[config.mk]
export PLATFORM = sky130hd
export DESIGN_NAME = req_gnt_responder
export DESIGN_NICKNAME = d
export VERILOG_FILES = /design/src/rtl/req_gnt_responder.sv
export SDC_FILE = /design/constraint.sdc
export NUM_CORES = 1
export LEC_CHECK = 0
export CAP_MARGIN = 5
export CORE_ASPECT_RATIO = 0.75
export CORE_MARGIN = 2
export CORE_UTILIZATION = 29
export CTS_CLUSTER_SIZE = 10
export DETAILED_ROUTE_END_ITERATION = 16
export MAX_ROUTING_LAYER = met4
export PLACE_DENSITY = 0.59
export SLEW_MARGIN = 20
export SYNTH_ARGS = -nofsm -noshare
export SYNTH_HDL_FRONTEND = slang
export SYNTH_SLANG_ARGS = --single-unit
[constraint.sdc]
create_clock -name clk -period 2.1 [get_ports clk]
set_clock_uncertainty 0.2 [all_clocks]
set_input_delay 0.525 -clock clk [delete_from_list [all_inputs] [get_ports clk]]
set_output_delay 0.525 -clock clk [all_outputs]
set_load 0.02 [all_outputs]
[src/rtl/req_gnt_responder.sv]
// req_gnt_responder: request/grant responder with a clamped busy phase, a one-deep pending request and a grant counter; REQ_GNT_ASSERT_EN compiles in protocol assertions
module req_gnt_responder #(
    parameter int MAX_BUSY = 5,
    parameter int CNT_W    = 8
) (
    input  logic             clk,
    input  logic             rst,
    input  logic             req,
    input  logic [2:0]       busy_len,
    output logic             busy,
    output logic             gnt,
    output logic             pending,
    output logic [CNT_W-1:0] grant_cnt
);
    typedef enum logic [1:0] {IDLE, BUSY, GNT} state_t;
    state_t     state, state_n;
    logic [2:0] cnt, cnt_n, lat;
    logic       pending_n;

    assign lat = busy_len == 3'd0 ? 3'd1 : busy_len > 3'(MAX_BUSY) ? 3'(MAX_BUSY) : busy_len;

    // next state, busy down-counter and one-deep pending request
    always_comb begin
        state_n   = state;
        cnt_n     = cnt;
        pending_n = pending;
        case (state)
            IDLE: if (req || pending) begin
                state_n   = BUSY;
                cnt_n     = lat - 3'd1;
                pending_n = 1'b0;
            end
            BUSY: begin
                pending_n = pending | req;
                state_n   = cnt == 3'd0 ? GNT : BUSY;
                cnt_n     = cnt == 3'd0 ? cnt : cnt - 3'd1;
            end
            GNT: begin
                pending_n = req;
                state_n   = pending ? BUSY : IDLE;
                cnt_n     = pending ? lat - 3'd1 : cnt;
            end
            default: state_n = IDLE;
        endcase
    end

    // state register with registered busy/gnt decodes and grant counter
    always_ff @(posedge clk) begin
        if (rst) begin
            state     <= IDLE;
            cnt       <= 3'd0;
            pending   <= 1'b0;
            busy      <= 1'b0;
            gnt       <= 1'b0;
            grant_cnt <= '0;
        end else begin
            state     <= state_n;
            cnt       <= cnt_n;
            pending   <= pending_n;
            busy      <= state_n == BUSY;
            gnt       <= state_n == GNT;
            grant_cnt <= grant_cnt + CNT_W'(state == GNT);
        end
    end

`ifdef REQ_GNT_ASSERT_EN
    for (genvar k = 1; k <= MAX_BUSY; k++) begin : g_len
        a_txn: assert property (@(posedge clk) disable iff (rst)
            (state != BUSY && state_n == BUSY && lat == 3'(k)) |=> busy [*k] ##1 gnt);
    end
    a_excl: assert property (@(posedge clk) disable iff (rst) !(busy && gnt));
    a_gnt:  assert property (@(posedge clk) disable iff (rst) gnt |=> (!gnt || busy));
`endif
endmodule

==> run summary, run 1 <==
Outcome - finished, final reports clean
Yosys cell types - 33
Required @ worst endpoint - 1.37 ns
Initial antenna violation count - 0
Area grow syn2layout - 37.4%
Overflow after GRT - 0
Root Driver - clkbuf_8
# clock sinks - 16
Setup TNS - 0 ns
Sequential area share after synthesis - 38.5%
First-pass GRT wire length - 3.04 mm
Die width - 65.9 um
PwrDens - 1040 nW/um^2
Final Core Density - 43.0%
Avg Cell Area, Syn - 9.46 sq um
Aggregate global-route resource usage - 12.5%
Slew Limit Headroom - 72.3%
Period utilization - 96.4%
ANT nets after route - 0
Slew Viols, Final - 0
Unrepaired setup endpoints after global routing - no
Initial DRC count - 10
H-tree levels - 1
Max-cap violations - 0
CP arrival - 1.30 ns
Routed via count - 688
Crit path kind - reg2out
Max Root-Sink Buffers - 2
GP Congestion - 0.768
CP max stage cell - clkdlybuf4s50_1
Commonest cells after routing, fill and taps aside - dfxtp_1, clkdlybuf4s50_1, buf_4
Switching share of power - 35.7%
DRC Markers - 0
Synth Cell Area - 832 sq um
Final Hold Fails - 0
Peak supply drop - 0.375 mV
Crit path time final - 2.02 ns
Num ports - 17
PortBufs - 16
Sw Pwr - 0.427 mW
Nets@finish - 128
Clock Power Share - 18.9%
Placed Cells - 145
Vias in the first global route - 684
Ys flop type - dfxtp_1
Measured slew at the worst slew-check pin - 0.410 ns
Clk slew on worst S/H paths - 0.06 ns
Post-synth ARST share - 0%
Core Region - 2660 sq um
Most common cell after layout, fill and taps aside - dfxtp_1
Post-Synthesis Cells - 88
Hold slack - 0.284 ns
Setup WS post-layout - 0.0762 ns
Wirelength per Cell - 11.6 um
Largest net degree at the start of global routing - 9
TritonCTS clock tree - done
HPWL after DPL - 1.27 mm
Layout Cells excl Fill - 149
Cell Int Power - 0.767 mW
Vias/cell - 4.62
Worst path top cell family by delay - buffers and inverters
Max Freq - 0.494 GHz
Num CTS Buffers - 3
Pre-antenna DRT Iters - 4
Crit-path max FO - 7
Layout cells sized above 1 - 16.8%
Final setup viols - 0
Seq pwr share - 35.7%
Clk Latency, worst-skew pair - 0.24 ns
Worst setup EP type - output pin
Startpoint Class - flip-flop
Initial core utilization - 31.2%
Yosys warns - 0
HP Class - reg2reg
CP cell instances - clkdlybuf4s50_1
Leakage power - 0.451 nW
Bufs and invs on worst path - 1
ANT cells - 0
Post-synth EDFFs - 0
Die area - 3320 sq um
Post-CTS Hold Buffers - 0
Largest stage delay, worst path - 0.64 ns
Synthesis-stage register bit count - 16
Pre-CTS setup slack - -0.280 ns
Row count - 16
Post-synth net total - 101
Die height - 50.4 um
Total Wirelength - 1.73 mm
Combinational Power Share - 45.4%
==> timing repair <==
item / 4_1_cts / 5_1_grt
resized for setup: 1 / 5
buffers inserted: 0 / 1
setup endpoints to repair: 2 / 5
pin swaps: 0 / 1
hold endpoints to repair: 0 / 0
==> worst paths after layout <==
path                      from      endpoint  slack, ns  cells after the start
hold / removal    grant_cnt[7]  grant_cnt[7]       0.28                      2
setup / recovery       pending       pending       0.08                      1
setup reg to reg      state[0]  grant_cnt[6]       0.14                      7
hold reg to reg   grant_cnt[7]  grant_cnt[7]       0.28                      2
==> power by group through the flow <==
stage                     combinational [mW]  sequential (mW)  clock (mW)
after global routing                   0.601            0.436       0.251
final                                  0.542            0.426       0.226
after CTS                              0.516            0.424       0.236
after floorplan                        0.324            0.444           0
after global placement                 0.499            0.432           0
after detailed placement               0.504            0.431           0
==> per-stage QoR <==
step	power [mW]	instance area (sq um)
CTS	1.18	1120
floorplan	0.768	832
finish	1.19	1140
global route	1.29	1140
global placement	0.931	1070
detailed placement	0.935	1070
==> layout make-up <==
| type | instances | area (sq um) |
|---|---|---|
| sequential | 16 | 320 |
| multi-input combinational | 65 | 495 |
| inverter | 5 | 18.8 |
| clock buffer | 3 | 41.3 |
| tap | 36 | 45.0 |
| timing repair buffer | 24 | 223 |
| fill | 261 | 1520 |
==> sequential cells by signal, summed over array words and instances (netlist names) <==
signal	count
busy	1
gnt	1
grant_cnt	8
cnt	3
state	2
pending	1
==> cell families after synthesis <==
| logic type | count (synthesis) | synth area share, % |
|---|---|---|
| adders and majority gates | 7 | 10.5 |
| xor gates and xnor gates | 5 | 5.26 |
| DFF | 16 | 38.5 |
| muxes | 1 | 1.20 |
| and+or+nand+nor | 32 | 22.9 |
| buffers and inverters | 7 | 4.06 |
| AOI/OAI and AO/OA | 20 | 17.6 |
==> synth_stat cells, types with 2 or more instances <==
cell type	instances	area share [%]
nand3_1	4	2.4
nand2_1	4	1.8
xor2_1	3	3.2
inv_1	5	2.3
a21oi_1	5	3.0
or3_1	3	2.3
ha_1	7	11
nor3_1	2	1.2
nor2b_1	2	1.5
nor2_1	7	3.2
o21ai_0	3	1.8
o311a_1	2	2.4
o31ai_1	4	3.6
xnor2_1	2	2.1
nor3b_1	2	1.8
dfxtp_1	16	38
==> metal layers <==
metal	vias up	GRT usage [%]	part of all wire, %
li1	374	-	-
met1	303	15.6	54
met2	9	18.5	41
met4	0	5.21	1.6
met5	-	-	0
met3	2	4.04	3.1
No activity file was read; power rests on OpenSTA's default activity.
==> run 2, diff against run 1 <==
--- a/config.mk
+++ b/config.mk
@@ -12,7 +12,6 @@
 export CTS_CLUSTER_SIZE = 10
 export DETAILED_ROUTE_END_ITERATION = 16
 export MAX_ROUTING_LAYER = met4
-export PLACE_DENSITY = 0.59
 export SLEW_MARGIN = 20
 export SYNTH_ARGS = -nofsm -noshare
 export SYNTH_HDL_FRONTEND = slang
==> run 2 against run 1 <==
- combinational power decreased by 3%
- first-iteration DRC count increased to 2.5 times the previous value
- worst hold slack improved by 0.0055 ns
- clock-buffer cell count increased by 1
- cell area increased by 0.11%
- power increased by 2.2%
- flip-flop and latch count unchanged
- register-to-register slack got worse by 0.02 ns
- non-clock buffer count decreased by 1
- wire length increased by 4.3%
- critical endpoint unchanged
==> run summary, run 2 (synthesized netlist as in run 1, its figures left out) <==
Worst path top cell family by delay - buffers and inverters
Slew Viols, Final - 0 (unchanged)
Wirelength per Cell - 12.1 um (+4.3%)
Combinational Power Share - 43.1% (-2.3 points)
Required @ worst endpoint - 1.37 ns (about the same)
Die area - 3320 sq um (unchanged)
Outcome - finished, final reports clean
H-tree levels - 1 (unchanged)
Routed via count - 743 (+8.0%)
# clock sinks - 16 (unchanged)
Worst flop-to-flop path endpoint - grant_cnt[6]
Setup TNS - 0 ns (unchanged)
Layout cells sized above 1 - 15.9% (-0.88 points)
PortBufs - 16 (unchanged)
Slew Limit Headroom - 69.2% (-3.1 points)
ANT cells - 0 (unchanged)
Aggregate global-route resource usage - 12.3% (-0.13 points)
FF-to-FF Start - state[0]
CP max stage cell - clkdlybuf4s50_1
Initial antenna violation count - 0 (unchanged)
Power Total - 1.22 mW (+2.2%)
Crit path time final - 2.03 ns (+0.00724 ns)
Final instance area - 1140 sq um (+0.11%)
Largest net degree at the start of global routing - 10 (+1)
Commonest cells after routing, fill and taps aside - dfxtp_1, clkdlybuf4s50_1, nor2_1, buf_4
Total Wirelength - 1.81 mm (+4.3%)
TritonCTS clock tree - done
Seq pwr share - 35.0% (-0.7 points)
CP arrival - 1.31 ns (about the same)
HP Class - reg2reg
DRC Markers - 0 (unchanged)
Critical path depth - 1 (unchanged)
Fill count - 259 (-0.77%)
Worst setup path startpoint - pending
Bufs and invs on worst path - 1 (unchanged)
Post-CTS Hold Buffers - 0 (unchanged)
Final Hold Fails - 0 (unchanged)
Vias/cell - 4.99 (+8.0%)
Largest Register - grant_cnt
Largest register FFs - 8 (unchanged)
Leakage power - 0.445 nW (-1.3%)
ANT nets after route - 0 (unchanged)
Reg2Reg Setup Slack - 0.12 ns (-0.02 ns)
Area grow syn2layout - 37.6%
Post-cts sizing count - 0 (-1)
Initial core utilization - 31.2% (unchanged)
Startpoint Class - flip-flop
Final setup viols - 0 (unchanged)
CP cell instances - clkdlybuf4s50_1
Core Region - 2660 sq um (unchanged)
PwrDens - 1070 nW/um^2 (+2.1%)
Row count - 16 (unchanged)
Max Root-Sink Buffers - 2 (unchanged)
CP endpoint - pending
Sw Pwr - 0.428 mW (+0.40%)
Clock Power Share - 21.9% (+3.0 points)
Period utilization - 96.7% (+0.34 points)
R2r worst-path depth - 7 (unchanged)
Worst setup EP type - output pin
Initial DRC count - 25 (+15)
Pre-antenna DRT Iters - 4 (unchanged)
Cell Int Power - 0.792 mW (+3.2%)
Clk Latency, worst-skew pair - 0.24 ns (about the same)
Dpl cell area - 1070 sq um (unchanged)
Largest registers - grant_cnt (8), cnt (3), state (2)
Nets@finish - 127 (-0.78%)
First-pass GRT wire length - 3.10 mm (+1.8%)
Max-cap violations - 0 (unchanged)
Number of buffers added for setup after CTS - 0 (unchanged)
Max Freq - 0.492 GHz (-0.36%)
Measured slew at the worst slew-check pin - 0.456 ns (+0.0463 ns)
Die height - 50.4 um (unchanged)
Num CTS Buffers - 3 (unchanged)
Num ports - 17 (unchanged)
Vias in the first global route - 724 (+5.8%)
GP Congestion - 0.758 (-1.3%)
Peak supply drop - 0.523 mV (+40%)
Clk slew on worst S/H paths - 0.06 ns (about the same)
Die width - 65.9 um (unchanged)
Root Driver - clkbuf_8
Largest stage delay, worst path - 0.64 ns (about the same)
HPWL after DPL - 1.34 mm (+5.6%)
Crit path kind - reg2out
Overflow after GRT - 0 (unchanged)
Crit-path max FO - 7 (unchanged)
Switching share of power - 35.1% (-0.63 points)
==> run 2: cell types whose count changed in the layout (fill, tap and decap cells not counted), sizes merged <==
| cell | delta |
|---|---|
| buf | -1 |
| clkbuf | +1 |
| clkdlybuf4s50 | +1 |
| dlymetal6s2s | -1 |
==> run 2: how the worst min path moves through the flow <==
stage	from	endpoint	slack (ns)	cells after the start
finish	grant_cnt[7]	grant_cnt[7]	0.29	2
global route	grant_cnt[7]	grant_cnt[7]	0.31	2
CTS	grant_cnt[7]	grant_cnt[7]	0.29	2
detailed placement	grant_cnt[7]	grant_cnt[7]	0.28	2
global placement	grant_cnt[7]	grant_cnt[7]	0.26	2
floorplan	grant_cnt[7]	grant_cnt[7]	0.35	2
==> run 2: power by group through the flow <==
stage | logic [mW] | registers (mW) | clock network, mW
finish | 0.526 | 0.427 | 0.267
CTS | 0.511 | 0.425 | 0.273
detailed placement | 0.506 | 0.432 | 0
global route | 0.587 | 0.434 | 0.291
floorplan | 0.324 | 0.444 | 0
global placement | 0.499 | 0.432 | 0
==> run 2: final cells by class <==
type / count / area [sq um] / area share [%]
Sequential cell: 16 / 320 / 28.0
Multi-Input combinational cell: 65 / 493 / 43.1
Inverter: 5 / 18.8 / 1.64
Timing Repair Buffer: 23 / 213 / 18.6
Clock buffer: 4 / 55.1 / 4.81
Tap cell: 36 / 45.0 / 3.93
==> run 2: metal layers <==
layer,track usage [%],vias up,routed length [um]
met2,18.9,23,810
met3,2.69,2,72
met5,-,-,0
li1,-,372,-
met1,15.3,346,897
met4,6.60,0,27
==> run 2: through the flow <==
stage / utilization (%) / hold slack, ns / worst slack [ns] / cells
floorplan: - / 0.351 / 0.232 / 88
global placement: 40.4 / 0.265 / -0.143 / 145
detailed placement: 40.4 / 0.281 / -0.230 / 145
CTS: 42.4 / 0.290 / 0.0142 / 149
global route: 43.0 / 0.310 / -0.00830 / 149
finish: 43.0 / 0.290 / 0.0689 / 149
